<file path="src/rtl/shift_pipe.sv">
// shift_pipe -- pipelined ARM-style barrel shifter (LSL/LSR/ASR/ROR/RRX).
//
// Computes the shifted operand and the shifter carry-out under full ARM
// semantics, including shift amounts of DATA_W and above. It sits between
// operand fetch and the ALU, with valid/ready on both sides, a sideband tag
// that travels with each operation, and a synchronous flush.
//
// Optional feature: define SHIFT_IMM_DECODE_EN to add the in_imm port. With
// in_imm = 1 the amount is taken from amt[4:0] only, and amt[4:0] == 0 selects
// the immediate special encodings (LSL #0, LSR #W, ASR #W, RRX).
//
// Ports:
//   clk, rst_n     rising-edge clock, asynchronous active-low reset
//   flush          synchronous kill of every in-flight operation
//   in_valid/ready input handshake; in_ready is combinational from out_ready
//   in_type        00 LSL, 01 LSR, 10 ASR, 11 ROR
//   in_rrx         1 = RRX, overrides in_type and in_amt
//   in_amt         unsigned shift amount
//   in_op          operand
//   in_carry       current C flag
//   in_tag         sideband tag
//   in_imm         (SHIFT_IMM_DECODE_EN only) immediate-encoded amount
//   out_valid/ready output handshake
//   out_result     shifted value
//   out_carry      shifter carry-out
//   out_tag        tag of the result
//
// Handshake: a transfer happens on a rising edge where valid && ready. A stage
// is ready when it is empty or the stage after it is ready; the last stage
// uses out_ready. Outputs hold while out_valid && !out_ready. Flush clears all
// stage valid bits at the next edge and wins over any transfer in that cycle.
module shift_pipe #(
    parameter int DATA_W = 32,
    parameter int AMT_W  = 8,
    parameter int TAG_W  = 4,
    parameter int PIPE   = 2
) (
    input  logic              clk,
    input  logic              rst_n,
    input  logic              flush,
    input  logic              in_valid,
    output logic              in_ready,
    input  logic [1:0]        in_type,
    input  logic              in_rrx,
    input  logic [AMT_W-1:0]  in_amt,
    input  logic [DATA_W-1:0] in_op,
    input  logic              in_carry,
    input  logic [TAG_W-1:0]  in_tag,
`ifdef SHIFT_IMM_DECODE_EN
    input  logic              in_imm,
`endif
    output logic              out_valid,
    input  logic              out_ready,
    output logic [DATA_W-1:0] out_result,
    output logic              out_carry,
    output logic [TAG_W-1:0]  out_tag
);

    localparam int LW = $clog2(DATA_W);
    localparam int FW = LW / 2;          // fine-shift amount bits
    localparam logic [1:0] T_LSL = 2'b00;
    localparam logic [1:0] T_LSR = 2'b01;
    localparam logic [1:0] T_ASR = 2'b10;
    localparam logic [1:0] T_ROR = 2'b11;
    localparam logic [AMT_W-1:0] AMT_FULL = AMT_W'(DATA_W);

    // State carried from the coarse stage to the fine stage.
    // coarse is one bit wider than the operand: for LSL the extra top bit
    // catches the last bit shifted out, for LSR/ASR the extra bottom bit does,
    // so the carry falls out of the same shifter as the result.
    typedef struct packed {
        logic [1:0]        typ;
        logic              rrx;
        logic              cin;
        logic [DATA_W-1:0] op;
        logic [DATA_W:0]   coarse;
        logic [FW-1:0]     fine;
        logic              zero;   // amt == 0
        logic              lt;     // amt <  DATA_W
        logic              eq;     // amt == DATA_W
        logic              mod0;   // amt mod DATA_W == 0
        logic [TAG_W-1:0]  tag;
    } mid_t;

    function automatic logic [DATA_W-1:0] ror_w(input logic [DATA_W-1:0] x,
                                                input logic [LW-1:0] s);
        return DATA_W'({x, x} >> s);
    endfunction

    // Classify the amount and apply the coarse shift by amt[LW-1:FW].
    function automatic mid_t stage_a(input logic [1:0]        typ,
                                     input logic              rrx,
                                     input logic [AMT_W-1:0]  amt,
                                     input logic [DATA_W-1:0] op,
                                     input logic              cin,
                                     input logic [TAG_W-1:0]  tag);
        mid_t m;
        logic [LW-1:0] csh;
        logic signed [DATA_W:0] sx;
        csh    = {amt[LW-1:FW], {FW{1'b0}}};
        sx     = {op, 1'b0};
        m.typ  = typ;
        m.rrx  = rrx;
        m.cin  = cin;
        m.op   = op;
        m.fine = amt[FW-1:0];
        m.zero = (amt == '0);
        m.lt   = (amt < AMT_FULL);
        m.eq   = (amt == AMT_FULL);
        m.mod0 = (amt[LW-1:0] == '0);
        m.tag  = tag;
        case (typ)
            T_LSL:   m.coarse = {1'b0, op} << csh;
            T_LSR:   m.coarse = {op, 1'b0} >> csh;
            T_ASR:   m.coarse = sx >>> csh;
            default: m.coarse = {1'b0, ror_w(op, csh)};
        endcase
        return m;
    endfunction

    // Fine shift and final result/carry selection; returns {carry, result}.
    function automatic logic [DATA_W:0] stage_b(input mid_t m);
        logic [DATA_W:0]        ext;
        logic signed [DATA_W:0] sext;
        logic [DATA_W-1:0]      rot;
        logic [DATA_W-1:0]      res;
        logic                   c;
        res  = m.op;
        c    = m.cin;
        ext  = m.coarse << m.fine;
        sext = $signed(m.coarse) >>> m.fine;
        rot  = ror_w(m.coarse[DATA_W-1:0], LW'(m.fine));
        if (m.rrx) begin
            res = {m.cin, m.op[DATA_W-1:1]};
            c   = m.op[0];
        end else if (!m.zero) begin
            case (m.typ)
                T_LSL: begin
                    if (m.lt) begin
                        res = ext[DATA_W-1:0];
                        c   = ext[DATA_W];
                    end else begin
                        res = '0;
                        c   = m.eq & m.op[0];
                    end
                end
                T_LSR: begin
                    ext = m.coarse >> m.fine;
                    if (m.lt) begin
                        res = ext[DATA_W:1];
                        c   = ext[0];
                    end else begin
                        res = '0;
                        c   = m.eq & m.op[DATA_W-1];
                    end
                end
                T_ASR: begin
                    if (m.lt) begin
                        res = sext[DATA_W:1];
                        c   = sext[0];
                    end else begin
                        res = {DATA_W{m.op[DATA_W-1]}};
                        c   = m.op[DATA_W-1];
                    end
                end
                default: begin
                    if (m.mod0) begin
                        res = m.op;
                        c   = m.op[DATA_W-1];
                    end else begin
                        res = rot;
                        c   = rot[DATA_W-1];
                    end
                end
            endcase
        end
        return {c, res};
    endfunction

    // Front end: optional immediate decode, then coarse stage logic.
    logic [AMT_W-1:0] amt_eff;
    logic             rrx_eff;
    mid_t             front;

    always_comb begin
        amt_eff = in_amt;
        rrx_eff = in_rrx;
`ifdef SHIFT_IMM_DECODE_EN
        if (in_imm && !in_rrx) begin
            amt_eff = AMT_W'(in_amt[4:0]);
            if (in_amt[4:0] == 5'd0) begin
                case (in_type)
                    T_LSR, T_ASR: amt_eff = AMT_FULL;
                    T_ROR:        rrx_eff = 1'b1;
                    default:      amt_eff = '0;
                endcase
            end
        end
`endif
        front = stage_a(in_type, rrx_eff, amt_eff, in_op, in_carry, in_tag);
    end

    // Output register stage (shared by both pipeline depths).
    logic              out_valid_q,  out_valid_d;
    logic [DATA_W-1:0] out_result_q, out_result_d;
    logic              out_carry_q,  out_carry_d;
    logic [TAG_W-1:0]  out_tag_q,    out_tag_d;
    logic              ready_out;

    assign ready_out  = !out_valid_q || out_ready;
    assign out_valid  = out_valid_q;
    assign out_result = out_result_q;
    assign out_carry  = out_carry_q;
    assign out_tag    = out_tag_q;

    always_ff @(posedge clk or negedge rst_n) begin
        if (!rst_n) begin
            out_valid_q  <= 1'b0;
            out_result_q <= '0;
            out_carry_q  <= 1'b0;
            out_tag_q    <= '0;
        end else begin
            out_valid_q  <= out_valid_d;
            out_result_q <= out_result_d;
            out_carry_q  <= out_carry_d;
            out_tag_q    <= out_tag_d;
        end
    end

    if (PIPE == 1) begin : g_pipe1
        logic [DATA_W:0] res1;

        assign in_ready = ready_out;

        always_comb begin
            out_valid_d  = out_valid_q;
            out_result_d = out_result_q;
            out_carry_d  = out_carry_q;
            out_tag_d    = out_tag_q;
            res1         = stage_b(front);
            if (ready_out) begin
                out_valid_d = in_valid;
                if (in_valid && !flush) begin
                    out_result_d = res1[DATA_W-1:0];
                    out_carry_d  = res1[DATA_W];
                    out_tag_d    = front.tag;
                end
            end
            if (flush) begin
                out_valid_d = 1'b0;
            end
        end
    end else begin : g_pipe2
        logic            s1_valid_q, s1_valid_d;
        mid_t            s1_q, s1_d;
        logic            ready_s1;
        logic [DATA_W:0] res2;

        assign ready_s1 = !s1_valid_q || ready_out;
        assign in_ready = ready_s1;

        always_ff @(posedge clk or negedge rst_n) begin
            if (!rst_n) begin
                s1_valid_q <= 1'b0;
                s1_q       <= '0;
            end else begin
                s1_valid_q <= s1_valid_d;
                s1_q       <= s1_d;
            end
        end

        always_comb begin
            s1_valid_d   = s1_valid_q;
            s1_d         = s1_q;
            out_valid_d  = out_valid_q;
            out_result_d = out_result_q;
            out_carry_d  = out_carry_q;
            out_tag_d    = out_tag_q;
            res2         = stage_b(s1_q);
            if (ready_out) begin
                out_valid_d = s1_valid_q;
                if (s1_valid_q && !flush) begin
                    out_result_d = res2[DATA_W-1:0];
                    out_carry_d  = res2[DATA_W];
                    out_tag_d    = s1_q.tag;
                end
            end
            if (ready_s1) begin
                s1_valid_d = in_valid;
                if (in_valid && !flush) begin
                    s1_d = front;
                end
            end
            if (flush) begin
                s1_valid_d  = 1'b0;
                out_valid_d = 1'b0;
            end
        end
    end

endmodule
</file>
<file path="config.mk">
export PLATFORM = sky130hd
export DESIGN_NAME = shift_pipe
export DESIGN_NICKNAME = d
export VERILOG_FILES = /design/src/rtl/shift_pipe.sv
export SDC_FILE = /design/constraint.sdc
export NUM_CORES = 1
export LEC_CHECK = 0
export ABC_CLOCK_PERIOD_IN_PS = 3140
export CAP_MARGIN = 10
export CORE_UTILIZATION = 55
export CTS_CLUSTER_SIZE = 40
export DETAILED_ROUTE_END_ITERATION = 10
export HOLD_SLACK_MARGIN = 0.08
export PLACE_DENSITY_LB_ADDON = 0.25
export SKIP_CTS_REPAIR_TIMING = 1
export SLEW_MARGIN = 10
export SYNTH_ARGS = -nofsm -noshare
export SYNTH_HDL_FRONTEND = slang
export SYNTH_SLANG_ARGS = --single-unit
</file>
<file path="constraint.sdc">
create_clock -name clk -period 3.14 [get_ports clk]
set_input_delay 0.628 -clock clk [delete_from_list [all_inputs] [get_ports clk]]
set_output_delay 0.628 -clock clk [all_outputs]
set_load 0.01 [all_outputs]
</file>
After elaboration in Yosys (flattened, before gate mapping)
Cells that the tools add are included.
{ "totals": {"out_inout_bits": 39, "reg_bits": 118, "input_bits": 53} }
{ "classes": {"shift": 8, "reduce_logical": 15, "n_eq_ne": 5, "order_cmp": 1, "n_mux": 19, "bitwise_logic": 2} }
{ "op_table": {"columns": ["op", "count"], "rows": [
  ["32-bit 2-to-1 mux", 6],
  ["33-bit case mux with 3 select lines", 1],
  ["32-bit case mux with 3 select lines", 1],
  ["64-bit by 2-bit >> shifter with 32-bit output", 1],
  ["64-bit by 5-bit >> shifter with 32-bit output", 1],
  ["32-bit by 5-bit left shift with 33-bit output", 1],
  ["33-bit by 2-bit left shift with 33-bit output", 1],
  ["33-bit by 2-bit >> shifter with 33-bit output", 1],
  ["33-bit by 5-bit >> shifter with 33-bit output", 1],
  ["33-bit by 2-bit >>> shifter with 33-bit output", 1],
  ["33-bit by 5-bit >>> shifter with 33-bit output", 1],
  ["1-bit 2-to-1 mux", 10],
  ["8-bit by 6-bit equality test with 1-bit output, second input constant", 1],
  ["8-bit logical NOT", 1],
  ["8-bit by 6-bit less-than comparator with 1-bit output, second input constant", 1],
  ["5-bit logical NOT", 1],
  ["2-bit by 1-bit equality test with 1-bit output, second input constant", 2],
  ["2-bit equality test, second input constant", 2],
  ["2-bit logical NOT", 2],
  ["2-bit AND reduction", 2],
  ["2-bit nonzero test", 2],
  ["1-bit logical NOT", 3],
  ["1-bit case mux with 3 select lines", 1],
  ["1-bit AND", 2],
  ["2 further kinds", 4]
]} }

Logic depth before layout (Yosys ltp)
{ "depth": {"word_depth": 5, "mapped_depth": 9} }

Worst setup path after synthesis
Ideal clock, no wire load.
{ "synth_timing": {"kind": "input -> register", "start": "input in_op[26]", "end": "register g_pipe2.s1_q[12] (netlist name)", "path_stages": 5, "required_time_ns": 3.012, "n_path_buf": 1, "path_slack_ns": 1.102, "t_arrival_ns": 1.911, "cell_sequence": "clkbuf_1 > mux4_2 > mux2_4 > a222oi_1 > nand2_1"} }
{ "synth_between": {"elab_chain_len": 2, "word_cells_on_any_way": 3, "cone_classes": "shift (2); mux (1)"} }
{ "synth_lines": {"columns": ["item", "line_no", "rtl"], "rows": [
  ["start: declaration", "46", "input logic [DATA_W-1:0] in_op,"],
  ["64-bit by 5-bit >> shifter with 32-bit output or 32-bit by 5-bit left shift with 33-bit output (tied branches)", "87, 113", null],
  ["33-bit case mux with 3 select lines *", "112", "case (typ)"],
  ["end signal: assignment", "265", "s1_q <= '0;"],
  ["end signal: assignment", "268", "s1_q <= s1_d;"],
  ["end: declaration", "255", "mid_t s1_q, s1_d;"]
]} }
Every way passes the cells marked *; elsewhere a longest branch is shown, timed or not.
A chain may end at the register's enable or synchronous reset.

Worst setup path after layout
{ "layout_timing": {"start": "register g_pipe2.s1_q[78] (netlist name)", "end": "register out_result_q[3], in the netlist out_result[3]"} }
{ "layout_between": {"elab_chain_len": 4, "word_cells_on_any_way": 6, "cone_classes": "eq/ne (2); mux (3); reduce/logical (1)"} }
{ "layout_lines": {"columns": ["item", "line_no", "rtl"], "rows": [
  ["2-bit equality test, or another cell as far along", "137", "case (m.typ)"],
  ["32-bit case mux with 3 select lines *", "137", null],
  ["32-bit 2-to-1 mux *", "136", "end else if (!m.zero) begin"],
  ["32-bit 2-to-1 mux *", "133", "if (m.rrx) begin"],
  ["end signal: assignment", "224", "out_result_q <= out_result_d;"],
  ["end: declaration", "205", "logic [DATA_W-1:0] out_result_q, out_result_d;"]
]} }
Marks and branches as above.

==> flow_summary.toml <==
[outcome]
status = "completed"

[cells_and_area]
nFillCells = 1651
drive_gt1_frac = 0.144
num_antenna_cells = 0
postLayoutCoreUtil = 0.660
finalNetCount = 1507
syn_to_final_growth_pct = 17.5

[synth]
muxShareOfSynthArea = 0.152
ys_seq_elements = 118
synth_commonest_cells = "nand2_1 (271), nor2_1 (141), dfrtp_1 (118)"
ys_seq_area_frac = 0.270
syn_area_sq_mm = 0.0109
avgSynthCellArea_sq_um = 7.81
synth_warnings = 0
synth.most_common_cell = "nand2_1"
async_flop_share = 1.00
yosysUniqueCellTypes = 77
synth_simple_gate_area_frac = 0.228
synthesis.nets = 1452
ys.flop_type = "dfrtp_1"
synth_top_family_by_area = "compound AO/OA/AOI/OAI gates"
syn_inst = 1399
synth_fa_ha_area_frac = 0
yosys.area.top_type = "dfrtp_1"
synth_xor_area_frac = 0.00160
synth_edf_count = 0
synth_compound_area_frac = 0.281
synth_top_area_share = 0.270
post_synth_main_area_contributors = "dfrtp_1 (27%), nand2_1 (9.3%), mux2i_1 (6.0%), mux4_2 (5.6%), nor2_1 (4.8%)"

[sta]
finalSetupTns_ns = 0
fin_crit_sh = 0.817
whs_ns = 0.134
hold_viol_final = 0
finClkSkew_ns = 0.00916
rsz0062_at_grt = "no"
slew_violations = 0
maxSlewHeadroom = 0.174
min_period_ns = 2.57
setup_slack_ns = 0.575
setup_violations = 0
tightest_slew_ns = 1.24
fmax_mhz = 390

[critical_path]
r2r_start = "g_pipe2.s1_q[78]"
rrSetupSlack_ns = 0.57
r2r_end = "out_result[3]"
crit_arrival_ns = 2.91
criticalPathCategory = "reg2reg"
critPathRequiredTime_ns = 3.49
rr_worst_depth = 5
endpoint_kind = "register"
critical_path.max_fanout = 16
cp-start-kind = "register"

[floorplanning]
dieArea_sq_mm = 0.0204
core_sq_mm = 0.0195
start_util = 0.562
die_y_um = 143
ioPinCount = 92
rows = 51
die_w_um = 143

[place]
post-place-ws_ns = 0.284
place_hpwl_um = 31900
numPortBuffers = 91
place_congestion = 1.05

[grt]
grt_pass1_wl_um = 66800
grt_antenna_before_repair = 0
grt_pass1_vias = 11293
overflow = 0
grt_usage = 0.437
grt_max_degree = 78

[routing]
via_count = 12396
wl_um = 43800
ant_nets = 0
drt_iter0_markers = 1949
viasPerCell = 7.16
dr.pass1.iters = 6
post-route-drc-count = 0
routedWlPerCell_um = 25.3

[cts]
tritoncts.num_buffers = 17
path_clk_slew_ns = 0.06
cts_sinks = 118
cts_root_buf = "clkbuf_16"
clock_latency_ns = 0.42
cts.path.max_buffers = 2
cts_tree = "built"
htree_levels = 4

[pwr]
ir_worst_vdd_mv = 0.347
power_uw = 6450
power.leakage_uw = 0.00527
p_per_area_mw_per_mm2 = 502

[min_path]
hp-class = "in2async"

[run]
drv_cap = 0
==> where the power goes <==
part           internal (uW)  total [uW]  switching [uW]
Sequential              1770        2130             359
Combinational            962        2250            1290
Clock                   1270        2060             792
==> cell families (layout without fill, tap and decap cells) <==
family | Yosys count | count (layout)
multiplexers | 126 | 126
XOR/XNOR | 2 | 2
AND/OR/NAND/NOR | 565 | 565
AO/OA/AOI/OAI | 430 | 430
buffers and inverters | 158 | 226
flip-flops | 118 | 118
==> critical path, stage by stage, from the launching register on <==
cell and delay [ns]:
dfrtp_1 0.73, nor2_4 0.16, nor2_2 0.59, a221oi_1 0.20, a2111oi_0 0.63, o2bb2ai_1 0.18
==> per-layer routing <==
layer  share of wire  GRT usage  wire length, um  vias up
met5               0          0                0        -
met4           0.061      0.257             2680        0
met3            0.11     0.0805             4790      195
met2            0.45      0.667            19600      971
met1            0.38      0.578            16700     5909
li1                -          -                -     5321
==> per-stage QoR <==
step	cells	cell area, sq um
floorplan	1399	10900
global placement	1700	12200
detailed placement	1700	12200
CTS	1732	12800
global route	1732	12800
finish	1732	12800
==> cell type report <==
class / instances / area [sq um] / share of cell area
Sequential cell: 118 / 2960 / 0.230
Inverter: 18 / 67.6 / 0.00526
Tap cell: 265 / 332 / 0.0258
Timing Repair Buffer: 176 / 1620 / 0.126
Clock inverter: 15 / 190 / 0.0148
Multi-Input combinational cell: 1123 / 7250 / 0.565
Clock buffer: 17 / 425 / 0.0331
==> flip-flops by register name, summed over array words and instances (netlist names) <==
signal              count
g_pipe2.s1_q           79
g_pipe2.s1_valid_q      1
out_carry               1
out_result             32
out_tag                 4
out_valid               1
==> cells in the final DEF, fill, tap and decap left out, types with 6 or more instances in the layout <==
cell	instances
a21oi_1	79
nand3_1	38
a22oi_1	7
o221ai_1	11
mux2i_1	65
clkbuf_16	17
a21o_1	7
a221o_1	7
a32oi_1	6
nand2_1	271
o21ai_0	79
a211oi_1	10
clkdlybuf4s50_1	87
o221a_2	9
nand2b_1	34
nor2_1	141
buf_12	7
o22ai_1	10
nor2b_1	8
o2111ai_1	9
a221oi_1	56
buf_4	80
dfrtp_1	116
nor3_1	16
o311ai_0	18
mux2_2	32
nand3b_1	8
inv_1	16
or3_1	6
mux4_2	27
and2_1	8
inv_6	7
o2bb2ai_1	21
o211ai_1	34
or2_2	6
a31oi_1	11
==> worst max path at each step <==
stage | start | to | slack, ns | cells past startpoint
2_1_floorplan | in_op[26] | g_pipe2.s1_q[12] | 1.10 | 5
3_3_place_gp | in_type[0] | g_pipe2.s1_q[34] | 0.25 | 7
3_5_place_dp | in_type[0] | g_pipe2.s1_q[34] | 0.28 | 7
4_1_cts | out_ready | in_ready | 0.66 | 3
5_1_grt | g_pipe2.s1_q[78] | out_result[0] | 0.43 | 4
6_report | g_pipe2.s1_q[78] | out_result[3] | 0.57 | 5
(Power assumes the default switching activity.)
